===== config.mk =====
export PLATFORM = sky130hd
export DESIGN_NAME = unidade_controle_rodadas_flat
export DESIGN_NICKNAME = d
export VERILOG_FILES = /design/src/rtl/unidade_controle_rodadas_if.sv /design/src/rtl/unidade_controle_rodadas.sv /design/src/flat_wrapper.sv
export SDC_FILE = /design/constraint.sdc
export NUM_CORES = 1
export LEC_CHECK = 0
export ABC_AREA = 1
export CORE_ASPECT_RATIO = 0.9
export CORE_MARGIN = 2
export CORE_UTILIZATION = 40
export DETAILED_ROUTE_END_ITERATION = 10
export PLACE_DENSITY = 0.71
export SLEW_MARGIN = 20
export SYNTH_ARGS = -nofsm -noshare
export SYNTH_HDL_FRONTEND = slang
export SYNTH_SLANG_ARGS = --single-unit

===== constraint.sdc =====
create_clock -name clock -period 1.3 [get_ports clock]
set_input_delay 0.195 -clock clock [delete_from_list [all_inputs] [get_ports clock]]
set_output_delay 0.195 -clock clock [all_outputs]
set_load 0.02 [all_outputs]

===== src/rtl/unidade_controle_rodadas_if.sv =====
// Control-side bundle between the round controller and the game datapath/top level.
// The controller is the slave; the datapath/top level is the master.
interface unidade_controle_rodadas_if;
    logic       iniciar;
    logic       jogada;
    logic       igual;
    logic       fimE;
    logic       fimL;
    logic       zeraE;
    logic       contaE;
    logic       zeraL;
    logic       contaL;
    logic       zeraR;
    logic       registraR;
    logic       pronto;
    logic       ganhou;
    logic       perdeu;
    logic       timeout;
    logic [3:0] db_estado;

    modport master (
        output iniciar, jogada, igual, fimE, fimL,
        input  zeraE, contaE, zeraL, contaL, zeraR, registraR,
        input  pronto, ganhou, perdeu, timeout, db_estado
    );

    modport slave (
        input  iniciar, jogada, igual, fimE, fimL,
        output zeraE, contaE, zeraL, contaL, zeraR, registraR,
        output pronto, ganhou, perdeu, timeout, db_estado
    );
endinterface


===== src/rtl/unidade_controle_rodadas.sv =====
// Moore control unit for the round-based memory game.
// It sequences the E/L counters and the play register and ends the game on a per-play timeout.
module unidade_controle_rodadas #(
    parameter int TIMEOUT = 5000,
    parameter int TW      = 16
) (
    input logic                        clock,
    input logic                        reset,
    unidade_controle_rodadas_if.slave  bus
);

    typedef enum logic [3:0] {
        st_inicial        = 4'h0,
        st_preparacao     = 4'h1,
        st_inicio_rodada  = 4'h2,
        st_espera_jogada  = 4'h3,
        st_registra       = 4'h4,
        st_comparacao     = 4'h5,
        st_proxima_rodada = 4'h6,
        st_proxima_jogada = 4'h7,
        st_fim_acertou    = 4'hA,
        st_fim_errou      = 4'hE,
        st_fim_timeout    = 4'hC
    } estado_t;

    localparam logic [TW-1:0] LIMITE = TW'(TIMEOUT - 1);

    estado_t       estado;
    estado_t       proximo;
    logic [TW-1:0] timer;

    always_ff @(posedge clock or negedge reset) begin
        if (!reset) begin
            estado <= st_inicial;
        end else begin
            estado <= proximo;
        end
    end

    // The timer only runs while staying in espera_jogada, so every entry starts from 0.
    always_ff @(posedge clock or negedge reset) begin
        if (!reset) begin
            timer <= '0;
        end else if (estado == st_espera_jogada && proximo == st_espera_jogada) begin
            timer <= timer + 1'b1;
        end else begin
            timer <= '0;
        end
    end

    always_comb begin
        proximo = st_inicial;
        case (estado)
            st_inicial:        proximo = bus.iniciar ? st_preparacao : st_inicial;
            st_preparacao:     proximo = st_inicio_rodada;
            st_inicio_rodada:  proximo = st_espera_jogada;
            st_espera_jogada: begin
                // A play arriving on the last allowed cycle still wins over the timeout.
                if (bus.jogada)          proximo = st_registra;
                else if (timer == LIMITE) proximo = st_fim_timeout;
                else                     proximo = st_espera_jogada;
            end
            st_registra:       proximo = st_comparacao;
            st_comparacao: begin
                if (!bus.igual)     proximo = st_fim_errou;
                else if (!bus.fimE) proximo = st_proxima_jogada;
                else if (!bus.fimL) proximo = st_proxima_rodada;
                else                proximo = st_fim_acertou;
            end
            st_proxima_jogada: proximo = st_espera_jogada;
            st_proxima_rodada: proximo = st_inicio_rodada;
            st_fim_acertou:    proximo = bus.iniciar ? st_preparacao : st_fim_acertou;
            st_fim_errou:      proximo = bus.iniciar ? st_preparacao : st_fim_errou;
            st_fim_timeout:    proximo = bus.iniciar ? st_preparacao : st_fim_timeout;
            default:           proximo = st_inicial;
        endcase
    end

    always_comb begin
        bus.zeraE     = (estado == st_preparacao) || (estado == st_inicio_rodada);
        bus.zeraL     = (estado == st_inicial) || (estado == st_preparacao);
        bus.zeraR     = (estado == st_inicial) || (estado == st_preparacao) ||
                        (estado == st_inicio_rodada);
        bus.registraR = (estado == st_registra);
        bus.contaE    = (estado == st_proxima_jogada);
        bus.contaL    = (estado == st_proxima_rodada);
        bus.ganhou    = (estado == st_fim_acertou);
        bus.timeout   = (estado == st_fim_timeout);
        bus.perdeu    = (estado == st_fim_errou) || (estado == st_fim_timeout);
        bus.pronto    = (estado == st_fim_acertou) || (estado == st_fim_errou) ||
                        (estado == st_fim_timeout);
    end

    // Unused encodings read back as F so a corrupted state is visible on the debug port.
    always_comb begin
        case (estado)
            st_inicial, st_preparacao, st_inicio_rodada, st_espera_jogada,
            st_registra, st_comparacao, st_proxima_rodada, st_proxima_jogada,
            st_fim_acertou, st_fim_errou, st_fim_timeout: bus.db_estado = estado;
            default:                                      bus.db_estado = 4'hF;
        endcase
    end

endmodule


===== src/flat_wrapper.sv =====
// flat-port wrapper written by rule: the top's interface ports become plain ports
module unidade_controle_rodadas_flat 
#(
    parameter int TIMEOUT = 5000,
    parameter int TW      = 16
)
  (clock, reset, bus_iniciar, bus_jogada, bus_igual, bus_fimE, bus_fimL, bus_zeraE, bus_contaE, bus_zeraL, bus_contaL, bus_zeraR, bus_registraR, bus_pronto, bus_ganhou, bus_perdeu, bus_timeout, bus_db_estado);
  unidade_controle_rodadas_if bus_i ();
  input logic clock;
  input logic reset;
  input wire logic [$bits(bus_i.iniciar)-1:0] bus_iniciar;
  input wire logic [$bits(bus_i.jogada)-1:0] bus_jogada;
  input wire logic [$bits(bus_i.igual)-1:0] bus_igual;
  input wire logic [$bits(bus_i.fimE)-1:0] bus_fimE;
  input wire logic [$bits(bus_i.fimL)-1:0] bus_fimL;
  output wire logic [$bits(bus_i.zeraE)-1:0] bus_zeraE;
  output wire logic [$bits(bus_i.contaE)-1:0] bus_contaE;
  output wire logic [$bits(bus_i.zeraL)-1:0] bus_zeraL;
  output wire logic [$bits(bus_i.contaL)-1:0] bus_contaL;
  output wire logic [$bits(bus_i.zeraR)-1:0] bus_zeraR;
  output wire logic [$bits(bus_i.registraR)-1:0] bus_registraR;
  output wire logic [$bits(bus_i.pronto)-1:0] bus_pronto;
  output wire logic [$bits(bus_i.ganhou)-1:0] bus_ganhou;
  output wire logic [$bits(bus_i.perdeu)-1:0] bus_perdeu;
  output wire logic [$bits(bus_i.timeout)-1:0] bus_timeout;
  output wire logic [$bits(bus_i.db_estado)-1:0] bus_db_estado;
  assign bus_i.iniciar = bus_iniciar;
  assign bus_i.jogada = bus_jogada;
  assign bus_i.igual = bus_igual;
  assign bus_i.fimE = bus_fimE;
  assign bus_i.fimL = bus_fimL;
  assign bus_zeraE = bus_i.zeraE;
  assign bus_contaE = bus_i.contaE;
  assign bus_zeraL = bus_i.zeraL;
  assign bus_contaL = bus_i.contaL;
  assign bus_zeraR = bus_i.zeraR;
  assign bus_registraR = bus_i.registraR;
  assign bus_pronto = bus_i.pronto;
  assign bus_ganhou = bus_i.ganhou;
  assign bus_perdeu = bus_i.perdeu;
  assign bus_timeout = bus_i.timeout;
  assign bus_db_estado = bus_i.db_estado;
  unidade_controle_rodadas #(.TIMEOUT(TIMEOUT), .TW(TW)) u_core (.clock(clock), .reset(reset), .bus(bus_i));
endmodule

==> run summary, run 1 <==
The slew of the pin with the lowest slew margin works out to 0.308 ns. For this run, the detailed router's first-pass iteration total came to 4. At the worst endpoint, the required time is 1.11 ns.

The cell area that synthesis handed to floorplanning was 1290 um2. The worst path setup slack after routing was -0.241 ns. The wire-length estimate of the detail-placed layout is 2.38 mm. The number of inserted diodes is 0, and the delay contributed by the slowest stage of the critical path is 0.49 ns. Total buffers and inverters traversed by the critical path: 1. The core area was 3070 um2; the number of placed I/O pins was 21.

After detailed routing, the total wire length is 3.85 mm. The largest fanout on the critical path is 6. The master of the slowest instance on the critical path is dfrtp_2. Row generation in the floorplan step produced 19 rows.

In the routed design, unresolved DRC markers number 0. The tools report the total overflow reported by the global router as 0. The worst setup path is of the flop to output port kind. The run gives 79.3% as the headroom to the max-slew limit. For the number of fillers in the final layout, the log shows 239. The largest vdd supply drop was 0.000912 V.

The detailed-route vias per instance is 4.85, and the cell area after placement is 1730 um2. The max-slew violation total from the final report was 0; the number of hold buffers added after cts was 0. Setup repair after global routing could not meet its margin everywhere. The static power due to leakage is 0.940 nW.

In this design, the largest share of critical-path delay is due to flip-flops. The global-route wire length before repair came out at 6.17 mm. The final weighted congestion in routability-driven placement is 0.864, and the number of nets in the layout is 263.

The number of max-capacitance violations reported was 0; the highest clock rate was 649 MHz. The synthesized area divided by synthesized cell count is 6.71 um2, and the final clock skew is 0.00654 ns. The full die area was 3690 um2; the DRC violation total after the first TritonRoute iteration was 66. The count of nets left with antenna violations once routing finished came out at 0. Once layout is done, the placed cells without fillers occupy 2060 um2. The register bit count reported by yosys is 20, and the total vias in the final route is 1,436. The tools report the total chip power as 3.12 mW. The cell sitting at the root of the clock tree is a clkbuf_4. The final reports fail on setup timing. From synthesis to final layout, the design area changed by 59.9%. The number of global-route vias before repair was 1,383. The time the final worst path needs with I/O delays and setup was 1.54 ns. Walking the worst path, the cells encountered are nor2_4, nand2_1, nor2_4, buf_6. The worst register-to-register path has a setup slack of -0.13 ns. The final clock period utilization by the worst path came out at 119%. In this run the tool buffered the top-level ports with 20 buffer cells. Clock-pin slew was measured on the worst setup and hold paths at 0.11 ns. The clock passes through at most 2 buffers.

In the final routed layout, each cell accounts on average for 13.0 um. The number of distinct library cells after synthesis came out at 20. The later-pin clock latency in the skew report is 0.31 ns. Worst hold-check slack: 0.208 ns. TritonCTS built the clock tree.

TritonCTS sink count: 20. Final hold violation count: 0. The run finished, with violations left. The post-synthesis sequential area ratio is 38.8%. Dividing total power by cell area gives a power density of 1520 nW/um2.

The final count of negative-setup-slack endpoints came out at 34. Measured along the y axis, the die boundary spans 57.9 um. For the worst setup path, the data arrival time is 1.35 ns. The most numerous cell type found on the critical path is nor2_4. The level count of the clock H-tree is 1, and the fraction of final layout cells sized beyond drive strength 1 is 44.1%.

The Yosys step of the flow raised 0 warnings. For this configuration, the core starts out at a cell density of 42.0%. STA classifies the critical path endpoint as an output port. The worst setup path is launched from a flop.

Global routing consumed, over all layers together, 21.5% of the routing resources. The die extent in x is 63.8 um, and the number of antenna violations at the first check in global routing is 0. For the number of CTS-inserted buffers, the log shows 3.

Counting every net in the synthesized netlist gives 200. Synthesis produced 192 cells. The path class of the tightest hold or removal check is input port to async pin. Entering global routing, the biggest net connects 21 pins.
[sequential cells by signal (all words and copies together), names as in the netlist]
signal	count
u_core.timer	16
u_core.estado	4
[worst register-to-register path, cell delays in order, from the launching register on]
cell	delay, ns
dfrtp_1	0.38
ha_2	0.20
nand4_1	0.18
nor2_4	0.18
nand2_4	0.14
buf_6	0.15
nand2_2	0.05
nand2_2	0.05
nand2_2	0.05
[cells by family (layout without fill, tap and decap cells)]
group | count (synthesis) | after routing | synth area share [%]
DFF | 20 | 20 | 38.8
adders and majority gates | 1 | 1 | 0.971
AOI/OAI and AO/OA | 9 | 9 | 4.08
and+or+nand+nor | 127 | 130 | 42.2
xor gates and xnor gates | 8 | 8 | 5.44
buffers and inverters | 27 | 86 | 8.45
[layout by cell type, fill, tap and decap left out, types with 5 or more instances in the layout]
master,count
nand2_1,48
nand2_4,5
nand3_2,5
buf_6,13
inv_1,17
xor2_1,5
nor2_4,11
inv_2,8
buf_4,38
nand2_2,6
dfrtp_1,16
nor2_2,14
nor2_1,27
nand3_1,6
clkdlybuf4s50_1,6
[synthesized netlist by cell type]
library cell   n  area share (%)
nand2_1       56              16
nor2_1        47              14
inv_1         24             7.0
dfrtp_1       20              39
nand3_1       10             3.9
xor2_1         5             3.4
nand4_1        4             1.9
a21oi_1        3             1.2
nor2_2         3             1.5
o21ai_0        3             1.2
o21bai_1       3             1.7
xnor2_1        3             2.0
nand3_2        2             1.6
nor2_4         2             1.7
nor3_1         2            0.78
buf_6          1            0.87
clkbuf_1       1            0.29
ha_1           1            0.97
inv_2          1            0.29
nand2_4        1            0.87
[final timing paths]
path / start / to / depth (start not counted)
worst max-delay path: u_core.estado[0] / bus_ganhou / 4
worst min-delay path: reset / u_core.timer[8] / 2
worst max register to register: u_core.timer[1] / u_core.estado[2] / 8
worst min register to register: u_core.timer[15] / u_core.timer[15] / 3
max in group asynchronous: reset / u_core.estado[2] / 2
min in group clock: bus_iniciar / u_core.estado[0] / 3
[per-stage QoR]
stage | setup slack (ns) | setup TNS (ns) | cells | util, %
finish | -0.241 | -4.21 | 296 | 67.2
global route | -0.307 | -6.14 | 296 | 67.2
CTS | -0.222 | -2.80 | 294 | 63.4
detailed placement | -0.361 | -5.25 | 279 | 56.5
global placement | -0.344 | -4.00 | 279 | 56.5
floorplan | 0.00436 | 0 | 192 | -
[what timing repair did]
| item | CTS | global route |
|---|---|---|
| pin swaps | 19 | 10 |
| buffers inserted | 8 | 3 |
| gates cloned | 3 | 0 |
| resized for setup | 106 | 37 |
| endpoints found under the setup margin | 33 | 34 |
[area by class of cell]
class,instances,area [um2],area share (%)
Multi-Input combinational cell,148,881,42.7
Sequential cell,20,505,24.5
Timing Repair Buffer,57,492,23.9
Inverter,25,93.8,4.55
Tap cell,42,52.6,2.55
Clock buffer,4,36.3,1.76
[power by group]
group / switching, mW / leakage, nW / internal [mW]
registers: 0.130 / 0.268 / 0.696
clock network: 0.195 / 0.0210 / 0.171
logic: 1.03 / 0.651 / 0.898
total: 1.36 / 0.940 / 1.76
[per-layer routing]
| metal | share of wire, % | global-route usage, % | up-vias |
|---|---|---|---|
| li1 | - | - | 718 |
| met1 | 45 | 28.4 | 672 |
| met2 | 50 | 37.6 | 40 |
| met3 | 4.6 | 4.27 | 6 |
| met4 | 0.65 | 2.80 | 0 |
| met5 | 0 | 0 | - |
Power figures use the tool's default switching activity.
==> run 2, diff against run 1 <==
SKIP_LAST_GASP = 1   (was default)
==> run 2 against run 1 <==
Non-clock buffer count stayed put; first-iteration DRC count rose by 4.5%; register-to-register slack hardly changed; the flow still finishes with violations (setup timing); critical path depth stayed put; power decreased by 1.2%; core utilization is 0.53 points lower; critical endpoint unchanged; largest power group unchanged; sequential cell count stayed put; via count up 1.5%; critical path type unchanged; count of clock-buffer cells in the layout stayed put.
==> run summary, run 2 (synthesis results as in run 1) <==
For the max-slew violation total from the final report, the log shows 0. Setup total negative slack on the finished layout was measured at -4.23 ns. Input and output buffers added on the ports amount to 20. Die extent in x: 63.8 um. In the final layout, flip-flops and latches occupy 505 um2.

In this run the power density over the cells is 1510 nW/um2. The wire length the detailed router placed on met1 was 1.65 mm. The run gives 1 as the level count of the clock H-tree. The flow ran to the end, but the final reports show violations. The tools report the clock root buffer as clkbuf_4. STA classifies the critical path endpoint as an output port. TritonCTS built the clock tree. The total vias in the final route was 1,457; the wire length on met2 was 1.92 mm. The final weighted congestion in routability-driven placement was 0.864. The element type at the critical path start was a flop. The final count of negative-setup-slack endpoints was 34.

In the routed design, unresolved DRC markers number 0. The total half-perimeter wirelength after legalization and detailed placement came out at 2.38 mm. Number of placed I/O pins: 21.

Slack of the worst reg-to-reg path: -0.12 ns. The logs give 646 MHz for the highest clock rate and 1,353 for the number of global-route vias before repair. The worst hold path belongs to the class input port to async pin. The core region is 3070 um2. Signal routing reaches up to met4. The library cells used most frequently in the layout, excluding fill and tap cells, are 48 x nand2_1, 38 x buf_4, 30 x nor2_1. The number of CTS-inserted buffers is 3, and the flip-flop count of the largest register after layout is 16. For the later-pin clock latency in the skew report, the log shows 0.31 ns. For the finished layout, the period the worst path requires is 1.55 ns. The final hold violation count came out at 0. The setup path with the least slack is of type flop to output port. Most frequent standard cell in the layout excluding fill and tap cells: nand2_1. Across the VDD grid, the largest voltage drop is 0.000911 V. For the number of nets in the layout, the log shows 263.

Relative to the synthesized area, the layout overhead comes to 58.6%. Traced cell by cell, the critical path runs through nor2_4, nand2_1, nor2_2, buf_4. The number of fillers in the final layout is 232. The register clock-pin slew on the reported worst setup and hold paths was 0.11 ns; the number of max-capacitance violations reported was 0. Clock skew on the completed layout was measured at 0.00696 ns. The first global-routing pass estimated 6.02 mm of wire. Counting flops per register, the top entry is u_core.timer. The floorplan step defined a die boundary enclosing 3690 um2. The detailed-route vias per instance was 4.92; the TritonCTS sink count was 20. The largest fanout on the critical path is 6. Setup repair after global routing could not meet its margin everywhere. The overall track demand over capacity in global routing was 20.9%; the required time of the critical path was 1.11 ns.

After detailed routing, the average wire length per cell comes to 13.0 um. The post-route netlist has 42.1% of its cells at a drive strength greater than 1. The run gives 871 um2 as the multi-input combinational cell area. The checks that failed: setup timing. No sink is reached through more buffers than the 2 on the longest clock path. After global routing the overflow that remains totals 0. On the critical path, the stage with the largest delay is an instance of dfrtp_2. The headroom to the max-slew limit is 82.4%, and the number of hold buffers added after cts is 0. Total buffers and inverters traversed by the critical path: 1.

In the finished design, the share of the clock period the worst path needs comes to 119%. The repair_antennas step left the layout with diodes totalling 0. The startpoint identified for the worst register-to-register timing path is u_core.timer[1]. Cell class contributing the biggest share of worst-path delay: flip-flops.

At the pin with the least slew margin, the transition time is 0.264 ns. The delay contributed by the slowest stage of the critical path works out to 0.50 ns. The largest registers in the layout are u_core.timer x16, u_core.estado x4. The initial core utilization was 42.0%; the routed wire length was 3.85 mm. The number of cells on the worst reg-to-reg path is 8. Number of antenna violations at the first check in global routing: 0. The tools report the DRC violation total after the first TritonRoute iteration as 69. For the worst setup path, the data arrival time is 1.35 ns. For the total chip power, the log shows 3.08 mW. Entering global routing, the biggest net connects 21 pins. The met3 wire length is 221 um. The critical path starts at u_core.estado[0].

The die height is 57.9 um, and the remaining number of nets flagged by the antenna check after routing is 0. The endpoint of the worst-slack reg-to-reg timing path is u_core.estado[2]. The analysis attributes to cell leakage a power of 0.942 nW. The number of placement rows was 19. The first detailed-routing pass ran for 5 iterations. The tools report the worst path setup slack after routing as -0.248 ns.
[run 2: cell counts in the layout (fill, tap and decap cells not counted)]
Identical to the previous run, type by type.
[run 2: final cells by class]
| cell class | count | area share (%) |
|---|---|---|
| timing repair buffer | 57 | 23.7 |
| sequential | 20 | 24.7 |
| clock buffer | 4 | 1.77 |
| inverter | 25 | 4.59 |
| multi-input combinational | 148 | 42.6 |
| tap | 42 | 2.57 |
[run 2: stage by stage]
step | util (%) | cell area (um2) | hold WS (ns) | cells | setup WS, ns
floorplan | - | 1290 | -0.101 | 192 | 0.00436
global placement | 56.5 | 1730 | 0.506 | 279 | -0.344
detailed placement | 56.5 | 1730 | 0.511 | 279 | -0.361
CTS | 62.4 | 1910 | 0.205 | 294 | -0.222
global route | 66.7 | 2040 | 0.236 | 296 | -0.314
finish | 66.7 | 2040 | 0.204 | 296 | -0.248
[run 2: worst max path at each step]
stage	slack, ns	cells after the start	to
floorplan	0.004	5	bus_pronto
global placement	-0.34	6	bus_pronto
detailed placement	-0.36	5	bus_contaL
CTS	-0.22	6	bus_db_estado[0]
global route	-0.31	4	bus_ganhou
finish	-0.25	4	bus_ganhou
[run 2: where the power goes]
part | switching, mW | leakage (nW) | internal [mW] | total, mW
combinational | 1.00 | 0.653 | 0.885 | 1.89
clock | 0.198 | 0.0210 | 0.171 | 0.370
sequential | 0.132 | 0.268 | 0.696 | 0.828
[run 2: timing repair]
action,in CTS,in global routing
endpoints found under the hold margin,0,0
resized for setup,97,39
gates cloned,3,0
pin swaps,17,15
setup endpoints to repair,33,34
setup buffers,8,4
[run 2: worst reg2reg max path: cells and delay by family, from the launching register on]
family,cells,cell delay [ns]
DFF,1,0.38
buffers and inverters,1,0.15
and+or+nand+nor,6,0.63
adders and majority gates,1,0.20
[run 2: layer usage]
metal | track usage, % | vias to the layer above
met5 | 0 | -
met4 | 2.80 | 0
met3 | 4.27 | 11
met2 | 36.2 | 46
met1 | 28.0 | 682
li1 | - | 718
==> run 3, diff against run 2 <==
PLACE_DENSITY = 0.69   (was 0.71)
clock period = 1.7 ns   (was 1.3 ns; I/O delays follow)
==> run 3 against run 2 <==
The run now ends clean; hold slack better by 0.072 ns; first-iteration DRC count fell by 16%; core utilization shrank 14 points; critical path depth unchanged; sequential cell count unchanged; register-to-register slack better by 0.28 ns; count of clock-buffer cells in the layout fell by 1; via count fell by 14%; non-clock buffer count is 24 lower; sequential share of layout area rose by 6.6 points; final cell count shrank 9.1%; clock power shrank 42%.
==> run summary, run 3 (synthesis results as in run 1) <==
The final design instance area without fill came out at 1610 um2. Static timing analysis puts the maximum clock frequency at 595 MHz. The max-slew violation total from the final report is 0.

The number of nets in the layout is 237, and the total chip power is 1.75 mW. The TritonCTS sink count came out at 20. The overall track demand over capacity in global routing is 16.6%, and the die extent in x is 63.8 um. The utilization after layout was 52.5%. The number of antenna diodes in the final layout is 0. The setup TNS was 0 ns. The run gives 0.767 nW as the static power due to leakage. Clock root buffer: clkbuf_4. The detailed-route vias per instance is 4.68. The worst setup path is launched from a flop. In this run, the number of DRC markers left after iteration 0 of detailed routing was 58. Cell internal power was estimated by the tool at 980 uW. The tightest min-delay check is of the input port to async pin type. The run gives 53.7% as the part of the power in combinational logic. For the initial core utilization, the log shows 42.0%. The capturing element type of the critical path was an output port. In this run the tool buffered the top-level ports with 20 buffer cells.

Final clock period utilization by the worst path: 98.9%. The final clock skew is 0.00831 ns, and the slack of the worst reg-to-reg path is 0.16 ns. Global routing finished with a remaining overflow of 0.

The register with the most flip-flops in the layout has 16 of them. For the remaining number of nets flagged by the antenna check after routing, the log shows 0. The die height works out to 57.9 um. The detailed-router iteration count before antenna repair came out at 4.

The smallest clock period supported by the final layout is computed as 1.68 ns. The fraction of final layout cells sized beyond drive strength 1 is 18.9%. The headroom to the max-slew limit is 81.8%. The cell area after placement was 1610 um2; the switching portion of total power was 43.8%.

The number of max-capacitance violations reported is 0. The later-pin clock latency in the skew report is 0.30 ns, and the total power density per cell area is 1080 nW/um2. The slew of the pin with the lowest slew margin works out to 0.271 ns. Setup repair after global routing could not meet its margin everywhere. The share of total power in the clock network is 12.3%, and the largest fanout on the critical path is 7. For the pin count of the biggest net entering global routing, the log shows 21. For the worst setup path, the data arrival time is 1.43 ns.

Clock-pin slew was measured on the worst setup and hold paths at 0.11 ns. The final weighted congestion in routability-driven placement is 0.891. The type of the worst setup path is flop to output port.

The logs give 0 for the final hold violation count and 3070 um2 for the core area. TritonCTS built the clock tree. The required time of the critical path was 1.44 ns. The run finished with clean final reports. The routed length per placed instance works out to 10.6 um. Relative to the synthesized area, the layout overhead comes to 24.9%. The final routed DRC violation total was 0; the total half-perimeter wirelength after legalization and detailed placement was 2.12 mm.

The logs give 3690 um2 for the full die area and 0 for the number of hold buffers added after cts. The global-route wire length before repair was 4.95 mm. The endpoint identified for the worst register-to-register timing path is u_core.timer[5]. The tightest hold path in the finished design has a slack of 0.275 ns. The total vias in the final route is 1,258. For the number of antenna violations at the first check in global routing, the log shows 0. The library cells used most frequently in the layout, excluding fill and tap cells, are 56 x nand2_1, 44 x nor2_1, 24 x inv_1. The number of cells on the worst reg-to-reg path is 6. The number of placement rows is 19, and the number of placed I/O pins is 21. The startpoint identified for the worst register-to-register timing path is u_core.timer[0]. The maximum root-to-sink buffer count was 2. Largest vdd supply drop: 0.000544 V. The library cell used most frequently in the layout, excluding fill and tap cells, is nand2_1. Counting flops per register, the top entry is u_core.timer. The tools report the final count of negative-setup-slack endpoints as 0. The run gives 1,156 as the number of global-route vias before repair. The level count of the clock H-tree is 1.

The run gives 3 as the number of CTS-inserted buffers. In the final layout, the registers with the most flip-flops are u_core.timer x16, u_core.estado x4. Registers are responsible for 34.0% of the overall power.

The analysis attributes to net switching a power of 765 uW. Summed over all layers, the routed wires come to 2.84 mm.
-- run 3: changes by cell type in the layout (fill, tap and decap cells not counted), sizes merged --
cell / delta
clkdlybuf4s50: +1
nand2: -2
clkbuf: +5
dlygate4sd2: +2
buf: -33
-- run 3: repair_timing --
action                                  in CTS  in global routing
gates cloned                                 0                  1
endpoints found under the setup margin      14                 14
resized for setup                           30                 17
pin swaps                                    0                  1
buffers inserted                             1                  1
-- run 3: per-stage QoR --
step | std cells | worst slack [ns]
6_report | 269 | 0.0191
5_1_grt | 269 | -0.0991
4_1_cts | 267 | -0.0949
3_5_place_dp | 263 | -0.00576
3_3_place_gp | 263 | 0.0167
2_1_floorplan | 192 | 0.214
-- run 3: power groups by stage --
stage	logic, mW	registers, mW	clock network (mW)
floorplan	0.538	0.601	0
CTS	0.924	0.597	0.221
global placement	0.977	0.597	0
finish	0.938	0.593	0.215
global route	1.05	0.602	0.244
detailed placement	0.977	0.601	0
-- run 3: worst max-delay path by stage --
stage	start	endpoint	slack [ns]
2_1_floorplan	u_core.estado[0]	bus_pronto	0.21
3_5_place_dp	u_core.estado[0]	bus_pronto	-0.006
5_1_grt	u_core.estado[3]	bus_contaE	-0.1
6_report	u_core.estado[3]	bus_contaE	0.02
4_1_cts	u_core.estado[1]	bus_pronto	-0.09
3_3_place_gp	u_core.estado[3]	bus_pronto	0.02
-- run 3: layer usage --
metal	up-vias	routed length [um]	GRT usage [%]
met4	0	12	3.73
li1	660	-	-
met1	559	1470	24.3
met5	-	0	0
met2	37	1220	26.6
met3	2	141	1.94
-- run 3: cell type report --
type	instances	area, um2
Fill cell	317	1460
Sequential cell	20	504
Timing Repair Buffer	33	243
Inverter	25	93.8
Clock buffer	3	22.5
Multi-Input combinational cell	146	693
Tap cell	42	52.6
-- run 3: worst max-delay path: stages, from the launching register on --
cell,delay [ns]
dfrtp_2,0.47
nor2_1,0.19
inv_1,0.07
nor2_1,0.07
dlygate4sd2_1,0.33
